[config.mk]
export PLATFORM = sky130hd
export DESIGN_NAME = reset_seq_ctrl
export DESIGN_NICKNAME = d
export VERILOG_FILES = /design/src/rtl/rst_seq_pkg.sv /design/src/rtl/reset_seq_ctrl_lock_sync.sv /design/src/rtl/reset_seq_ctrl.sv
export SDC_FILE = /design/constraint.sdc
export NUM_CORES = 1
export LEC_CHECK = 0
export CAP_MARGIN = 0
export CELL_PAD_IN_SITES_DETAIL_PLACEMENT = 1
export CELL_PAD_IN_SITES_GLOBAL_PLACEMENT = 2
export CORE_MARGIN = 1
export CORE_UTILIZATION = 37
export CTS_CLUSTER_SIZE = 40
export DETAILED_ROUTE_END_ITERATION = 10
export PLACE_DENSITY_LB_ADDON = 0.1
export SYNTH_ARGS = -nofsm -noshare
export SYNTH_HDL_FRONTEND = slang
export SYNTH_SLANG_ARGS = --single-unit
[constraint.sdc]
create_clock -name clk -period 2.5 [get_ports clk]
set_clock_uncertainty 0.05 [all_clocks]
set_input_delay 0.25 -clock clk [delete_from_list [all_inputs] [get_ports clk]]
set_output_delay 0.25 -clock clk [all_outputs]
set_load 0.02 [all_outputs]
[src/rtl/rst_seq_pkg.sv]
`default_nettype none
// +----------------------------------------------------------------------+
// | Module  : rst_seq_pkg                                                 |
// | Brief   : Shared FSM state encoding and default parameter values for |
// |           the multi-domain reset sequencer.                          |
// | Rev     : 1.0  initial release                                       |
// +----------------------------------------------------------------------+
package rst_seq_pkg;

  // Sequencer FSM states, explicitly 2 bits wide.
  typedef enum logic [1:0] {
    ST_WAIT_LOCK = 2'd0,
    ST_RELEASE   = 2'd1,
    ST_RUN       = 2'd2,
    ST_LOCK_LOST = 2'd3
  } rst_seq_state_e;

  localparam int DEF_NUM_DOMAINS = 4;
  localparam int DEF_SYNC_STAGES = 2;
  localparam int DEF_LOCK_STABLE = 8;
  localparam int DEF_STAGE_DELAY = 16;
  localparam int DEF_SW_MIN      = 4;
  localparam int DEF_TIMEOUT     = 1024;

endpackage
`default_nettype wire

[src/rtl/reset_seq_ctrl_lock_sync.sv]
`default_nettype none
// +----------------------------------------------------------------------+
// | Module  : lock_sync                                                   |
// | Brief   : STAGES-deep flop chain bringing asynchronous PLL lock bits |
// |           into the reference clock domain.                           |
// | Rev     : 1.0  initial release                                       |
// +----------------------------------------------------------------------+
module lock_sync #(
  parameter int WIDTH  = 4,
  parameter int STAGES = 2
) (
  input  logic             clk,
  input  logic             rst_n,
  input  logic [WIDTH-1:0] d,
  output logic [WIDTH-1:0] q
);

  logic [WIDTH-1:0] chain [STAGES];

  // Shift the raw lock bits through the chain; reset reads as "not locked".
  always_ff @(posedge clk or negedge rst_n) begin
    if (!rst_n) begin
      for (int s = 0; s < STAGES; s++) chain[s] <= '0;
    end else begin
      chain[0] <= d;
      for (int s = 1; s < STAGES; s++) chain[s] <= chain[s-1];
    end
  end

  assign q = chain[STAGES-1];

endmodule
`default_nettype wire

[src/rtl/reset_seq_ctrl.sv]
`default_nettype none
// +----------------------------------------------------------------------+
// | Module  : reset_seq_ctrl                                              |
// | Brief   : Multi-domain reset sequencer. Waits for stable PLL locks,  |
// |           then enables clocks and releases resets domain by domain,  |
// |           re-sequences on lock loss, supports per-domain SW reset.   |
// | Config  : RST_SEQ_LOCK_WDT_EN builds the WAIT_LOCK watchdog.         |
// | Rev     : 1.0  initial release                                       |
// +----------------------------------------------------------------------+
module reset_seq_ctrl
  import rst_seq_pkg::*;
#(
  parameter int NUM_DOMAINS = DEF_NUM_DOMAINS,
  parameter int SYNC_STAGES = DEF_SYNC_STAGES,
  parameter int LOCK_STABLE = DEF_LOCK_STABLE,
  parameter int STAGE_DELAY = DEF_STAGE_DELAY,
  parameter int SW_MIN      = DEF_SW_MIN,
  parameter int TIMEOUT     = DEF_TIMEOUT
) (
  input  logic                   clk,
  input  logic                   rst_in_n,
  input  logic [NUM_DOMAINS-1:0] pll_locked,
  input  logic [NUM_DOMAINS-1:0] sw_rst_req,
  output logic [NUM_DOMAINS-1:0] clk_en,
  output logic [NUM_DOMAINS-1:0] rst_out_n,
  output logic                   seq_busy,
  output logic                   all_ready,
  output logic                   lock_timeout
);

  localparam int STW  = $clog2(LOCK_STABLE) + 1;
  localparam int SDW  = $clog2(STAGE_DELAY) + 1;
  localparam int SWW  = $clog2(SW_MIN) + 1;
  localparam int IDXW = (NUM_DOMAINS > 1) ? $clog2(NUM_DOMAINS) : 1;

  // Counters compare against limit-1 so the increment that would reach the
  // limit coincides with the event edge.
  localparam logic [STW-1:0]  STABLE_M1 = STW'(LOCK_STABLE - 1);
  localparam logic [SDW-1:0]  STAGE_M1  = SDW'(STAGE_DELAY - 1);
  localparam logic [SWW-1:0]  SW_M1     = SWW'(SW_MIN - 1);
  localparam logic [SWW-1:0]  SW_LIM    = SWW'(SW_MIN);
  localparam logic [IDXW-1:0] IDX_LAST  = IDXW'(NUM_DOMAINS - 1);

  logic [NUM_DOMAINS-1:0] locked_s;
  logic                   all_locked;

  rst_seq_state_e   state, state_nxt;
  logic [STW-1:0]   stable_cnt, stable_nxt;
  logic [SDW-1:0]   stage_cnt, stage_nxt;
  logic [IDXW-1:0]  idx, idx_nxt;
  logic [SWW-1:0]   sw_cnt     [NUM_DOMAINS];
  logic [SWW-1:0]   sw_cnt_nxt [NUM_DOMAINS];
  logic [NUM_DOMAINS-1:0] clk_en_nxt, rst_nxt;
  logic             seq_busy_nxt, all_ready_nxt;

  lock_sync #(
    .WIDTH  (NUM_DOMAINS),
    .STAGES (SYNC_STAGES)
  ) u_lock_sync (
    .clk   (clk),
    .rst_n (rst_in_n),
    .d     (pll_locked),
    .q     (locked_s)
  );

  assign all_locked = &locked_s;

  // Next-state and next-output computation for the sequencer.
  always_comb begin
    state_nxt  = state;
    stable_nxt = stable_cnt;
    stage_nxt  = stage_cnt;
    idx_nxt    = idx;
    clk_en_nxt = clk_en;
    rst_nxt    = rst_out_n;
    for (int i = 0; i < NUM_DOMAINS; i++) sw_cnt_nxt[i] = sw_cnt[i];

    if ((state == ST_RELEASE || state == ST_RUN) && !all_locked) begin
      // Lock loss overrides any software request on the same edge.
      state_nxt = ST_LOCK_LOST;
      rst_nxt   = '0;
      for (int i = 0; i < NUM_DOMAINS; i++) sw_cnt_nxt[i] = '0;
    end else begin
      case (state)
        ST_WAIT_LOCK: begin
          if (!all_locked) begin
            stable_nxt = '0;
          end else if (stable_cnt >= STABLE_M1) begin
            state_nxt     = ST_RELEASE;
            stable_nxt    = '0;
            stage_nxt     = '0;
            idx_nxt       = '0;
            clk_en_nxt[0] = 1'b1;
          end else begin
            stable_nxt = stable_cnt + STW'(1);
          end
        end
        ST_RELEASE: begin
          if (stage_cnt >= STAGE_M1) begin
            stage_nxt = '0;
            for (int i = 0; i < NUM_DOMAINS; i++)
              if (i == int'(idx)) rst_nxt[i] = 1'b1;
            if (idx == IDX_LAST) begin
              state_nxt = ST_RUN;
            end else begin
              idx_nxt = idx + IDXW'(1);
              for (int i = 0; i < NUM_DOMAINS; i++)
                if (i == int'(idx) + 1) clk_en_nxt[i] = 1'b1;
            end
          end else begin
            stage_nxt = stage_cnt + SDW'(1);
          end
        end
        ST_RUN: begin
          for (int i = 0; i < NUM_DOMAINS; i++) begin
            if (sw_rst_req[i]) begin
              // Count low cycles from the edge that pulls reset down.
              rst_nxt[i] = 1'b0;
              if (rst_out_n[i])            sw_cnt_nxt[i] = '0;
              else if (sw_cnt[i] != SW_LIM) sw_cnt_nxt[i] = sw_cnt[i] + SWW'(1);
            end else if (!rst_out_n[i]) begin
              if (sw_cnt[i] >= SW_M1) begin
                rst_nxt[i]    = 1'b1;
                sw_cnt_nxt[i] = '0;
              end else begin
                sw_cnt_nxt[i] = sw_cnt[i] + SWW'(1);
              end
            end
          end
        end
        ST_LOCK_LOST: begin
          // Resets went low one edge earlier; now gate the clocks.
          state_nxt  = ST_WAIT_LOCK;
          clk_en_nxt = '0;
          stable_nxt = '0;
          stage_nxt  = '0;
          idx_nxt    = '0;
        end
        default: state_nxt = ST_WAIT_LOCK;
      endcase
    end

    seq_busy_nxt  = (state_nxt != ST_RUN);
    all_ready_nxt = (state_nxt == ST_RUN) && (&rst_nxt);
  end

  // State, counters and registered outputs.
  always_ff @(posedge clk or negedge rst_in_n) begin
    if (!rst_in_n) begin
      state      <= ST_WAIT_LOCK;
      stable_cnt <= '0;
      stage_cnt  <= '0;
      idx        <= '0;
      clk_en     <= '0;
      rst_out_n  <= '0;
      seq_busy   <= 1'b1;
      all_ready  <= 1'b0;
      for (int i = 0; i < NUM_DOMAINS; i++) sw_cnt[i] <= '0;
    end else begin
      state      <= state_nxt;
      stable_cnt <= stable_nxt;
      stage_cnt  <= stage_nxt;
      idx        <= idx_nxt;
      clk_en     <= clk_en_nxt;
      rst_out_n  <= rst_nxt;
      seq_busy   <= seq_busy_nxt;
      all_ready  <= all_ready_nxt;
      for (int i = 0; i < NUM_DOMAINS; i++) sw_cnt[i] <= sw_cnt_nxt[i];
    end
  end

`ifdef RST_SEQ_LOCK_WDT_EN
  localparam int WDW = $clog2(TIMEOUT) + 1;
  localparam logic [WDW-1:0] WDT_M1  = WDW'(TIMEOUT - 1);
  localparam logic [WDW-1:0] WDT_LIM = WDW'(TIMEOUT);

  logic [WDW-1:0] wdt_cnt;

  // Watchdog on time spent in WAIT_LOCK; the flag is sticky until rst_in_n.
  always_ff @(posedge clk or negedge rst_in_n) begin
    if (!rst_in_n) begin
      wdt_cnt      <= '0;
      lock_timeout <= 1'b0;
    end else if (state == ST_WAIT_LOCK) begin
      if (wdt_cnt != WDT_LIM) wdt_cnt <= wdt_cnt + WDW'(1);
      if (wdt_cnt >= WDT_M1)  lock_timeout <= 1'b1;
    end else begin
      wdt_cnt <= '0;
    end
  end
`else
  // TIMEOUT only matters when the watchdog is built.
  localparam int unused_timeout = TIMEOUT;
  assign lock_timeout = 1'b0;
`endif

endmodule
`default_nettype wire

==> impl_metrics.yaml, run 1 <==
cells_and_area:
  antenna_cells: 0
  drive_gt1_share_pct: 9.90
  synthToLayoutAreaGrowth_pct: 15.1
  final_common_cell: "dfrtp_1"
  final_cell_mix: "dfrtp_1, nand2_1, inv_1, ha_1, o21ai_0"
  fin_nets: 328
logic_synthesis:
  syn_nets: 301
  netlist_area_um2: 2540
  avgSynthCellArea_um2: 9.58
  ys_ff_latch: 43
  netlist.area_leader.share_pct: 41.4
  synth-async-reset-ratio_pct: 100
  syn_inst: 265
  ys_warn_count: 0
  ys_top_cells_by_area: "dfrtp_1, ha_1, nand2_1, o21ai_0, inv_1"
  ys.flop_type: "dfrtp_1"
  ys_seq_area_share_pct: 42.5
  ys_types: 50
  yosys.area.top_type: "dfrtp_1"
  synth-edff-count: 0
timing:
  period_share_pct: 85.7
  fmaxAchievable_ghz: 0.467
  hold_ws_ns: 0.306
  slew_headroom_pct: 63.2
  tightest_slew_ns: 0.552
  finalCriticalPeriod_ns: 2.14
  hold_viol_final: 0
  tns_ns: 0
  drv_slew: 0
  grt_setup_unrepaired: "no"
  setup_viol: 0
run:
  cap_violations: 0
clock_network:
  cts_tree: "done"
  cts_max_level: 2
  clock_latency_ns: 0.30
  cts.path.max_buffers: 2
  postCtsSetupBuffers: 0
  clock_sinks: 43
  cts_inserted_buffers: 5
  root_buffer: "clkbuf_8"
  path_clk_slew_ns: 0.09
floorplanning:
  core-area_um2: 6490
  die_x_um: 84.8
  core.rowCount: 29
  ios: 21
  die_h_um: 84.8
  die_area_um2: 7190
  initial_core_util_pct: 39.1
power_and_ir_drop:
  power.leakage_nw: 1.31
  powerDensity_nw_per_um2: 586
  peakVddDrop_uv: 316
  p_total_w: 0.00171
status:
  status: "finished, final reports clean"
route:
  wl_um: 6000
  vias: 1963
  detail-route-antenna-nets: 0
  drtIter0Drc: 99
  wl_per_cell_um: 16.2
  dr.pass1.iters: 6
  routed_via_density: 5.31
  drc: 0
worst_setup_path:
  end_kind: "flip-flop"
  cp_common_cell: "ha_1"
  slowest_stage: "dfrtp_1"
  crit_fanout: 7
  worstSetupStartpointType: "flip-flop"
  cp.arrival_ns: 2.32
  cp_cell_sequence: "ha_1, and3_1, ha_1, nor2_4, a21oi_2, a32oi_1, a2111o_1, nor3b_2"
  crit_required_ns: 2.68
  criticalPathCategory: "reg2reg"
  critPathMaxStageDelay_ns: 0.46
global_routing:
  top_usage_layer: "met2"
  grtUsageMet2_pct: 29.6
  grt_max_degree: 25
  track_usage_pct: 18.5
  antenna_found_initial: 0
  grt_pass1_wl_um: 10200
  first_global_vias: 2042
  grt_overflow: 0
  grt_use_met3_pct: 3.02
  grt_util_met1_pct: 25.4
placed_design:
  io_buffer_count: 19
  hpwl_um: 4470
  gp_congestion: 0.774
worst_hold_path:
  hp-class: "reg2reg"
[power breakdown]
part | switching, W | internal (W) | leakage, nW | total (W)
logic | 0.000179 | 0.000149 | 0.718 | 0.000328
registers | 0.000114 | 0.000782 | 0.547 | 0.000896
clock network | 0.000262 | 0.000226 | 0.0474 | 0.000487
total | 0.000554 | 0.00116 | 1.31 | 0.00171
[path summary, 6_finish.rpt]
check,from,end,slack (ns),cells after the start
min reg2reg,u_lock_sync.chain[5],u_lock_sync.q[1],0.31,0
max,stage_cnt[0],all_ready,0.36,8
max in group asynchronous,rst_in_n,stage_cnt[1],1.33,3
min in group asynchronous,rst_in_n,sw_cnt[7],0.38,2
max reg2reg,stage_cnt[0],all_ready,0.36,8
min,u_lock_sync.chain[5],u_lock_sync.q[1],0.31,0
[logic make-up after synthesis]
family | synth area share, %
AO/OA/AOI/OAI | 18.5
adder cells (fa/ha/maj) | 12.8
buffers and inverters | 6.02
flip-flops | 42.5
multiplexers | 1.58
other | 0.148
AND/OR/NAND/NOR | 18.5
[area by class of cell]
class,count,area [um2]
Timing Repair Buffer,26,240
Tap cell,77,96.3
Inverter,27,101
Clock buffer,6,82.6
Sequential cell,43,1080
Multi-Input combinational cell,189,1310
Clock inverter,2,16.3
Fill cell,746,3570
[metal layers]
layer  up-vias  part of all wire (%)
li1        992                     -
met1       946                    51
met2        20                    46
met3         5                   1.7
met4         0                   1.4
met5         -                     0
[through the flow]
stage | util (%) | worst slack (ns) | std cells | area [um2]
4_1_cts | 45.0 | 0.344 | 370 | 2920
3_5_place_dp | 43.3 | 0.360 | 361 | 2810
6_report | 45.0 | 0.357 | 370 | 2920
5_1_grt | 45.0 | 0.168 | 370 | 2920
2_1_floorplan | - | 0.574 | 265 | 2540
3_3_place_gp | 43.3 | 0.399 | 361 | 2810
[state kept, by name, summed over array words and instances, names as in the netlist]
register	cells
idx	2
stage_cnt	5
all_ready	1
stable_cnt	4
u_lock_sync.q	4
state	2
seq_busy	1
u_lock_sync.chain	4
clk_en	4
rst_out_n	4
sw_cnt	12
[synth_stat cells, types with 2 or more instances]
cell type and n:
o21ai_1 7, or3_1 6, o21ai_0 21, nand4b_1 5, dfrtp_1 42, nand3_1 5, buf_4 2, a211oi_1 2
o21a_1 3, mux2i_1 4, a31oi_1 6, a2111oi_0 5, nand2_1 36, and2_2 2, ha_1 26, clkbuf_8 2
nand2b_1 8, inv_1 27, a21oi_1 13, o31ai_1 3, nor2_1 11
[worst max-delay path: cells and delay by family, from the launching register on]
family | cells | cell delay (ns)
AO/OA/AOI/OAI | 3 | 0.70
flip-flops | 1 | 0.46
AND/OR/NAND/NOR | 3 | 0.43
adder cells (fa/ha/maj) | 2 | 0.43
[timing repair]
item / in CTS / in global routing
hold endpoints to repair: 18 / 0
gates resized for setup: 0 / 0
hold buffers: 1 / 0
No activity file was read; power rests on OpenSTA's default activity.
==> run 2, diff against run 1 <==
--- a/config.mk
+++ b/config.mk
@@ -9,10 +9,11 @@
 export CELL_PAD_IN_SITES_DETAIL_PLACEMENT = 1
 export CELL_PAD_IN_SITES_GLOBAL_PLACEMENT = 2
 export CORE_MARGIN = 1
-export CORE_UTILIZATION = 37
+export CORE_UTILIZATION = 40
 export CTS_CLUSTER_SIZE = 40
 export DETAILED_ROUTE_END_ITERATION = 10
 export PLACE_DENSITY_LB_ADDON = 0.1
 export SYNTH_ARGS = -nofsm -noshare
 export SYNTH_HDL_FRONTEND = slang
+export SYNTH_HIERARCHICAL = 1
 export SYNTH_SLANG_ARGS = --single-unit
==> constraint.sdc (replaced) <==
create_clock -name clk -period 2.6 [get_ports clk]
set_clock_uncertainty 0.05 [all_clocks]
set_input_delay 0.26 -clock clk [delete_from_list [all_inputs] [get_ports clk]]
set_output_delay 0.26 -clock clk [all_outputs]
set_load 0.02 [all_outputs]
==> impl_metrics.yaml, run 2 <==
floorplanning:
  die_h_um: 82.0
  core.rowCount: 28
  initial_core_util_pct: 42.2
  die_area_um2: 6720
  core-area_um2: 6060
  ios: 21
  die_x_um: 82.0
logic_synthesis:
  netlist.area_leader.share_pct: 41.1
  ys.flop_type: "dfrtp_1"
  synth-edff-count: 0
  ys_types: 54
  synth-async-reset-ratio_pct: 100
  synth_most_common_cell: "dfrtp_1"
  netlist_area_um2: 2560
  avgSynthCellArea_um2: 9.69
  ys_ff_latch: 43
  ys_top_cells_by_area: "dfrtp_1, ha_1, nand2_1, o21ai_1, inv_1"
  syn_nets: 300
  ys_warn_count: 6
  ys_seq_area_share_pct: 42.1
  syn_inst: 264
  synth_common_cells: "dfrtp_1, nand2_1, ha_1, inv_1, o21ai_1"
  yosys.area.top_type: "dfrtp_1"
timing:
  fmaxAchievable_ghz: 0.452
  finalCriticalPeriod_ns: 2.21
  period_share_pct: 85.2
  drv_slew: 0
  slew_headroom_pct: 36.1
  hold_viol_final: 0
  setup_viol: 0
  tns_ns: 0
  grt_setup_unrepaired: "no"
  tightest_slew_ns: 0.959
  hold_ws_ns: 0.0482
route:
  dr.pass1.iters: 4
  drc: 0
  wl_met3_um: 126
  routed_via_density: 5.27
  vias: 1893
  wl_um: 5430
  met2_length_um: 2420
  detail-route-antenna-nets: 0
  drtIter0Drc: 83
  wl_met1_um: 2830
  wl_per_cell_um: 15.1
  top_layer: "met4"
cells_and_area:
  fin_nets: 319
  drive_gt1_share_pct: 10.9
  regMostFlops: "sw_cnt"
  synthToLayoutAreaGrowth_pct: 12.9
  final_cell_mix: "dfrtp_1, nand2_1, inv_1, ha_1, o21ai_1"
  antenna_cells: 0
  fillCellCount: 683
  largest_register_ffs: 12
  largestRegisters: "sw_cnt (12), stage_cnt (5)"
  final_common_cell: "dfrtp_1"
clock_network:
  cts_tree: "done"
  root_buffer: "clkbuf_8"
  ctsResizeCount: 0
  clock_latency_ns: 0.31
  cts.path.max_buffers: 2
  path_clk_slew_ns: 0.09
  postCtsSetupBuffers: 0
  cts_max_level: 2
  postCtsHoldBufs: 0
  cts_inserted_buffers: 5
  clock_sinks: 43
worst_setup_path:
  cp.buffers_inverters: 1
  critPathMaxStageDelay_ns: 0.45
  worstSetupStartpointType: "flip-flop"
  end_kind: "flip-flop"
  crit_fanout: 12
  slowest_stage: "dfrtp_1"
  criticalPathCategory: "reg2reg"
  cpLargestDelayFamily: "simple AND/OR/NAND/NOR gates"
  crit_required_ns: 2.75
  cp.arrival_ns: 2.36
  cp_cell_sequence: "inv_1, ha_1, or2_2, a221oi_1, a31oi_2, nand4_2, nor4_2"
worst_hold_path:
  hp-class: "in2async"
global_routing:
  first_global_vias: 1844
  grt_pass1_wl_um: 9070
  track_usage_pct: 18.1
  antenna_found_initial: 0
  grt_max_degree: 44
  grt_overflow: 0
status:
  status: "finished, final reports clean"
power_and_ir_drop:
  p_total_w: 0.00150
  peakVddDrop_uv: 319
  power.leakage_nw: 1.34
  powerDensity_nw_per_um2: 518
placed_design:
  gp_congestion: 0.726
  hpwl_um: 3980
  io_buffer_count: 19
run:
  cap_violations: 0
run 2: cell count changes after synthesis, sizes merged, moves of 3 or more:
cell     previous run  this run
a2111oi             5         2
a211o               1         4
a21oi              14        11
buf                 3         8
mux2                0         3
nand2              36        39
o21a                3         0
o21ai              28        25
or3                 6         3
run 2: worst paths after layout:
path,from,end,slack [ns],cells past startpoint
max in group asynchronous,rst_in_n,sw_cnt[1],1.86,1
max reg2reg,state[0],all_ready,0.39,7
min,rst_in_n,u_lock_sync/chain[4],0.05,1
min reg2reg,u_lock_sync/chain[5],u_lock_sync/q[1],0.31,0
min in group clk,u_lock_sync/chain[5],u_lock_sync/q[1],0.31,0
max,state[0],all_ready,0.39,7
run 2: kinds of logic (layout without fill, tap and decap cells):
| family | Yosys count | after routing | synth area share [%] |
|---|---|---|---|
| simple gates | 84 | 84 | 17.2 |
| flops | 43 | 43 | 42.1 |
| other cells | 1 | 1 | 0.147 |
| fa+ha+maj | 26 | 26 | 12.7 |
| compound gates | 64 | 64 | 17.5 |
| buf+inv | 37 | 57 | 6.55 |
| mux | 9 | 9 | 3.81 |
run 2: where the power goes:
part           internal [W]  switching [W]  total, W
clock network      0.000198       0.000265  0.000463
registers          0.000725      0.0000686  0.000794
logic              0.000108       0.000133  0.000241
total               0.00103       0.000466   0.00150
run 2: routing by layer:
metal  GRT usage, %  vias up
met4           5.79        0
met2           28.3       19
met3           3.67        6
met5              0        -
met1           24.8      911
li1               -      957
run 2: cell type report:
cell class	count	area (um2)	share of cell area (%)
Timing Repair Buffer	22	208	7.19
Tap cell	75	93.8	3.25
Sequential cell	43	1080	37.3
Clock buffer	5	68.8	2.38
Inverter	27	101	3.51
Multi-Input combinational cell	184	1310	45.5
Clock inverter	3	26.3	0.909
run 2: worst reg2reg max path, stage by stage (launching register included):
cell	delay (ns)
dfrtp_1	0.45
inv_1	0.10
ha_1	0.40
or2_2	0.37
a221oi_1	0.44
a31oi_2	0.10
nand4_2	0.15
nor4_2	0.06
run 2: through the flow:
| stage | setup slack (ns) | cell area, um2 | cells | util (%) |
|---|---|---|---|---|
| finish | 0.385 | 2890 | 359 | 47.7 |
| global route | 0.215 | 2890 | 359 | 47.7 |
| CTS | 0.354 | 2890 | 359 | 47.7 |
| detailed placement | 0.399 | 2790 | 351 | 46.1 |
| global placement | 0.427 | 2790 | 351 | 46.1 |
| floorplan | 0.543 | 2560 | 264 | - |
